**src/rtl/uart_rto.sv**
```systemverilog
`default_nettype none
// ============================================================================
// Module   : uart_rto
// Purpose  : Receive-timeout detector for the parallel-interface UART.
//            Measures idle line time, in character times, while the receive
//            FIFO holds data, and raises the level RTO flag after pRTO_Chars
//            idle character times. The interrupt generator edge-detects RTO.
//
// Ports    : Clk      - UART system clock (rising edge)
//            nRst     - asynchronous active-low reset
//            CE_16x   - 16x baud-rate clock enable, one Clk wide
//            FrmLen   - bits per frame (start+data+parity+stop), 4 bits
//            RxDone   - pulse: character written into the receive FIFO
//            RdRF     - pulse: host read of the receive FIFO
//            RF_EF    - receive FIFO empty flag (level)
//            RTO      - receive timeout flag (level, registered)
//
// Options  : UART_RTO_RDCLR_EN - when defined, a host read (RdRF) restarts
//            the timeout and clears RTO. When undefined, RdRF is ignored.
//
// Revision : 1.0 - initial release
// ============================================================================
module uart_rto #(
    parameter int pRTO_Chars = 4,   // idle character times before timeout (1..15)
    parameter int pMinLen    = 7,   // minimum accepted bits per frame
    parameter int pMaxLen    = 12   // maximum accepted bits per frame
) (
    input  logic       Clk,
    input  logic       nRst,
    input  logic       CE_16x,
    input  logic [3:0] FrmLen,
    input  logic       RxDone,
    input  logic       RdRF,
    input  logic       RF_EF,
    output logic       RTO
);

    localparam logic [3:0] c_MIN_LEN = 4'(pMinLen);
    localparam logic [3:0] c_MAX_LEN = 4'(pMaxLen);
    localparam logic [3:0] c_CHARS   = 4'(pRTO_Chars);

    typedef enum logic [1:0] {
        S_IDLE    = 2'd0,
        S_TIMING  = 2'd1,
        S_EXPIRED = 2'd2
    } state_t;

    state_t     state_q, state_d;
    logic [3:0] tick_q,  tick_d;
    logic [3:0] bit_q,   bit_d;
    logic [3:0] char_q,  char_d;
    logic [3:0] len_q,   len_d;
    logic       rto_q,   rto_d;
    logic       ef_q;               // RF_EF one cycle ago, for fall detection

    logic       w_rst_ev;
    logic       w_ef_fall;
    logic [3:0] w_len_clamped;
    logic [3:0] w_char_inc;

    // ------------------------------------------------------------------------
    // Restart event: a new character always restarts; a host read only when
    // the read-clear option is built in.
    // ------------------------------------------------------------------------
`ifdef UART_RTO_RDCLR_EN
    assign w_rst_ev = RxDone | RdRF;
`else
    logic w_unused_rdrf;
    assign w_unused_rdrf = RdRF;
    assign w_rst_ev      = RxDone;
`endif

    // ef_q resets to 1 (FIFO empty out of reset), so a FIFO that is already
    // non-empty when reset releases is treated as a first-character arrival.
    assign w_ef_fall = ef_q & ~RF_EF;

    assign w_len_clamped = (FrmLen < c_MIN_LEN) ? c_MIN_LEN :
                           (FrmLen > c_MAX_LEN) ? c_MAX_LEN : FrmLen;

    assign w_char_inc = char_q + 4'd1;

    // ------------------------------------------------------------------------
    // Next-state / output logic
    // ------------------------------------------------------------------------
    always_comb begin
        state_d = state_q;
        tick_d  = tick_q;
        bit_d   = bit_q;
        char_d  = char_q;
        len_d   = len_q;
        rto_d   = 1'b0;

        // Frame length is captured on every restart and on the first-character
        // transition out of IDLE; it is otherwise insensitive to FrmLen.
        if (w_rst_ev || (state_q == S_IDLE && w_ef_fall)) begin
            len_d = w_len_clamped;
        end

        case (state_q)
            S_IDLE: begin
                tick_d = 4'd0;
                bit_d  = 4'd0;
                char_d = 4'd0;
                if (!RF_EF && (w_rst_ev || w_ef_fall)) begin
                    state_d = S_TIMING;
                end
            end

            S_TIMING: begin
                if (RF_EF) begin
                    state_d = S_IDLE;
                    tick_d  = 4'd0;
                    bit_d   = 4'd0;
                    char_d  = 4'd0;
                end else if (w_rst_ev) begin
                    tick_d = 4'd0;
                    bit_d  = 4'd0;
                    char_d = 4'd0;
                end else if (CE_16x) begin
                    if (tick_q == 4'hF) begin
                        tick_d = 4'd0;
                        if (bit_q == len_q - 4'd1) begin
                            bit_d  = 4'd0;
                            char_d = w_char_inc;
                            // RTO is registered from the same decision so it
                            // rises on the edge sampling the final pulse.
                            if (w_char_inc == c_CHARS) begin
                                state_d = S_EXPIRED;
                                rto_d   = 1'b1;
                            end
                        end else begin
                            bit_d = bit_q + 4'd1;
                        end
                    end else begin
                        tick_d = tick_q + 4'd1;
                    end
                end
            end

            S_EXPIRED: begin
                rto_d = 1'b1;
                if (RF_EF) begin
                    state_d = S_IDLE;
                    rto_d   = 1'b0;
                    tick_d  = 4'd0;
                    bit_d   = 4'd0;
                    char_d  = 4'd0;
                end else if (w_rst_ev) begin
                    state_d = S_TIMING;
                    rto_d   = 1'b0;
                    tick_d  = 4'd0;
                    bit_d   = 4'd0;
                    char_d  = 4'd0;
                end
            end

            default: begin
                state_d = S_IDLE;
                tick_d  = 4'd0;
                bit_d   = 4'd0;
                char_d  = 4'd0;
            end
        endcase
    end

    // ------------------------------------------------------------------------
    // State registers
    // ------------------------------------------------------------------------
    always_ff @(posedge Clk or negedge nRst) begin
        if (!nRst) begin
            state_q <= S_IDLE;
            tick_q  <= 4'd0;
            bit_q   <= 4'd0;
            char_q  <= 4'd0;
            len_q   <= c_MIN_LEN;
            rto_q   <= 1'b0;
            ef_q    <= 1'b1;
        end else begin
            state_q <= state_d;
            tick_q  <= tick_d;
            bit_q   <= bit_d;
            char_q  <= char_d;
            len_q   <= len_d;
            rto_q   <= rto_d;
            ef_q    <= RF_EF;
        end
    end

    assign RTO = rto_q;

endmodule
`default_nettype wire

```
**config.mk**
```make
export PLATFORM = sky130hd
export DESIGN_NAME = uart_rto
export DESIGN_NICKNAME = d
export VERILOG_FILES = /design/src/rtl/uart_rto.sv
export SDC_FILE = /design/constraint.sdc
export NUM_CORES = 1
export LEC_CHECK = 0
export CORE_ASPECT_RATIO = 1.2
export CORE_MARGIN = 2
export CORE_UTILIZATION = 50
export DETAILED_ROUTE_END_ITERATION = 8
export PLACE_DENSITY = 0.74
export SYNTH_ARGS = -nofsm -noshare
export SYNTH_HDL_FRONTEND = slang
export SYNTH_SLANG_ARGS = --single-unit
export TNS_END_PERCENT = 5
```
**constraint.sdc**
```tcl
create_clock -name Clk -period 2.2 [get_ports Clk]
set_input_delay 0.22 -clock Clk [delete_from_list [all_inputs] [get_ports Clk]]
set_output_delay 0.22 -clock Clk [all_outputs]
set_load 0.005 [all_outputs]
```
==> out/qor.csv <==
stage;metric;value;unit
critical_path;crit-path max cell delay;0.57;ns
layout;nets@finish;173;
global_routing;first-pass GRT wire length;4110;microns
routing;Vias;992;
critical_path;Worst setup EP type;flop;
clocking;Bufs on Longest Clock Path;2;
logic_synthesis;FFs w/ async S/R, synth;1.00;
power;PwrDens;633;nW/um^2
global_routing;largest net degree at the start of global routing;21;
placed_design;IO Port Bufs;9;
job;max_cap viols;0;
sta;Pins Over Slew Limit;0;
sta;skew final;0.00184;ns
clocking;cts bufs inserted;3;
logic_synthesis;leading area contributor after synthesis;dfrtp_1;
placed_design;cell total after placement;180;
floorplanning;Ports;11;
critical_path;Worst EP arrival;2.34;ns
logic_synthesis;syn_area_per_cell;9.30;sq um
routing;DRC viols;0;
sta;worst hold slack;0.249;ns
routing;number of routed nets with antenna violations;0;
sta;worst-margin pin slew;0.529;ns
critical_path;startpoint types;flop;
layout;Fill cells;192;
layout;diodes inserted;0;
layout;Syn-to-layout area delta;24.3;%
clocking;H-tree depth;1;
routing;total iterations of the first detailed-routing run;4;
logic_synthesis;Synth top cells by count;o21ai_0, dfrtp_1, nand2_1;
floorplanning;Die Ht;57.9;microns
sta;final setup fails;0;
global_routing;grt total ovfl;0;
logic_synthesis;Ys Warns;0;
global_routing;vias in the first global route;1017;
layout;multi-input logic area;714;sq um
critical_path;R2R setup slack;0.11;ns
clocking;post-CTS setup repair buffer count;0;
layout;FF/Latch Area;505;sq um
clocking;Clock Sinks;20;
clocking;CTS tree;done;
clocking;Hold-fix buffers, CTS;0;
routing;via/cell ratio;5.39;
floorplanning;Die Wd;48.9;microns
routing;wire per inst;12.4;microns
sta;fin crit share;0.951;
clocking;Root Driver;clkbuf_4;
logic_synthesis;Synth Register Bits;20;
critical_path;RR Startpoint;len_q[0]$_DFFE_PN1P_;
placed_design;DPL Wire Length;1750;microns
logic_synthesis;largest cells by area after synthesis;dfrtp_1, ha_1, dfstp_2;
run_status;outcome;finished, final reports clean;
clocking;Skew-Pair Late Insertion Delay;0.30;ns
sta;min cycle time layout;2.09;ns
floorplanning;num rows;19;
global_routing;GRT Util Overall;0.188;
sta;final setup TNS;0;ns
critical_path;CP Class;flop to flop;
logic_synthesis;Synth Flop Type;dfrtp_1;
sta;Final Hold Vio Count;0;
routing;routed wire length;2280;microns
critical_path;CP Max Fanout;3;
sta;FMAX;478;MHz
layout;Final Non-Filler Cells;184;
critical_path;FF-to-FF path depth;7;
critical_path;end of the worst register-to-register path;state_q[1]$_DFFE_PN0P_;
critical_path;CP Data Required Time;2.45;ns
logic_synthesis;number of flops mapped to enable cells by yosys;0;
floorplanning;Initial Util;0.530;
power;Max VDD drop;0.435;mV
logic_synthesis;part of the Yosys area used for sequential elements;0.418;
logic_synthesis;post-synth top area share;0.331;
routing;Iteration-0 DRC Markers;14;
layout;fraction of layout cells with a size suffix above 1;0.209;
global_routing;initial antenna violation count;0;
min_path;Worst Hold Class;input port to asynchronous set/reset pin;
floorplanning;die area;2830;sq um
layout;post-route core utilization;0.658;
logic_synthesis;Mapped Area;1210;sq um
logic_synthesis;Synthesized Nets;149;
logic_synthesis;post-synth cell types;34;
sta;RSZ-0062 raised after global routing;no;
logic_synthesis;Syn Inst Count;130;
placed_design;Final Wtd Congestion;0.844;
logic_synthesis;count leader, synth;o21ai_0;
clocking;clock-pin transition on the worst setup and hold timing paths;0.11;ns
critical_path;crit path max-delay cell type;or4b_4;
critical_path;CP Cell Sequence;inv_2 -> ha_4 -> xnor2_2 -> nor3_4 -> nand4_4 -> or4b_4 -> nand3_2;
sta;slew margin rel.;0.645;
power;Leakage;0.686;nW
floorplanning;core area;2280;sq um
[cells in the final DEF, fill, tap and decap left out, types with 2 or more instances in the layout]
| master | synthesis | layout |
|---|---|---|
| dfrtp_1 | 16 | 16 |
| a21oi_1 | 9 | 9 |
| buf_4 | 0 | 11 |
| clkdlybuf4s50_1 | 0 | 9 |
| clkbuf_4 | 0 | 3 |
| mux2_2 | 2 | 2 |
| nand2_1 | 12 | 12 |
| ha_1 | 9 | 7 |
| o21ai_0 | 19 | 18 |
| xor2_1 | 2 | 2 |
| a31oi_1 | 3 | 2 |
| inv_1 | 9 | 8 |
| nor2b_1 | 3 | 3 |
| xnor2_1 | 3 | 2 |
| nor2_1 | 7 | 7 |
| dfstp_2 | 4 | 4 |
| nand2b_1 | 5 | 4 |
| nand3_1 | 8 | 7 |
[area by class of cell]
cell class                 instances  share of cell area
clock buffer                       4              0.0175
sequential                        20               0.336
tap                               31              0.0258
multi-input combinational         99               0.475
inverter                           9              0.0225
timing repair buffer              21               0.122
[logic make-up after synthesis]
kind of cell / after synthesis / synth area share
xor+xnor: 6 / 0.0559
buf+inv: 11 / 0.0352
simple gates: 45 / 0.207
mux: 2 / 0.0186
compound gates: 37 / 0.172
flops: 20 / 0.418
fa+ha+maj: 9 / 0.0932
[routing by layer]
metal  GRT usage  wire, microns  vias to the layer above  share of wire
li1            -              -                      508              -
met1       0.210            979                      463           0.43
met2       0.342           1190                       16           0.52
met3      0.0258             70                        5          0.031
met4       0.110             43                        0          0.019
met5           0              0                        -              0
[through the flow]
stage | setup slack (ns) | area, sq um | total power [mW]
after floorplan | 0.0533 | 1210 | 0.642
after global placement | 0.0256 | 1420 | 0.736
after detailed placement | -0.0107 | 1420 | 0.747
after CTS | 0.0921 | 1450 | 0.930
after global routing | 0.00704 | 1500 | 1.02
final | 0.108 | 1500 | 0.952
[worst max-delay path, delay by kind of cell (launching register included)]
family	cells	cell delay, ns
simple gates	4	1.04
xor+xnor	1	0.15
flops	1	0.56
fa+ha+maj	1	0.23
buf+inv	1	0.05
[how the worst max path moves through the flow]
stage / slack [ns] / from / endpoint / cells past startpoint
final: 0.11 / len_q[0]$_DFFE_PN1P_ / state_q[1]$_DFFE_PN0P_ / 7
after global routing: 0.007 / len_q[0]$_DFFE_PN1P_ / state_q[1]$_DFFE_PN0P_ / 7
after CTS: 0.09 / len_q[0]$_DFFE_PN1P_ / state_q[1]$_DFFE_PN0P_ / 7
after detailed placement: -0.01 / len_q[0]$_DFFE_PN1P_ / char_q[1]$_DFFE_PN0P_ / 8
after global placement: 0.03 / len_q[0]$_DFFE_PN1P_ / state_q[1]$_DFFE_PN0P_ / 7
after floorplan: 0.05 / len_q[0]$_DFFE_PN1P_ / state_q[1]$_DFFE_PN0P_ / 7
[registers in the layout, indices dropped and copies added (netlist names)]
| register | flops |
|---|---|
| RTO | 1 |
| bit_q | 4 |
| char_q | 4 |
| ef_q | 1 |
| len_q | 4 |
| state_q | 2 |
| tick_q | 4 |
[power breakdown]
part / total [mW] / leakage, nW / switching (mW) / internal, mW
registers: 0.436 / 0.260 / 0.0309 / 0.405
logic: 0.331 / 0.410 / 0.167 / 0.164
clock network: 0.184 / 0.0150 / 0.114 / 0.0707
total: 0.952 / 0.686 / 0.312 / 0.640
[what timing repair did]
item                                    in CTS  in global routing
pin swaps                                    3                  3
cloned                                       0                  0
resized for setup                            1                 11
endpoints found under the setup margin       5                  9
Note: power is estimated with default switching activity, not from simulation.
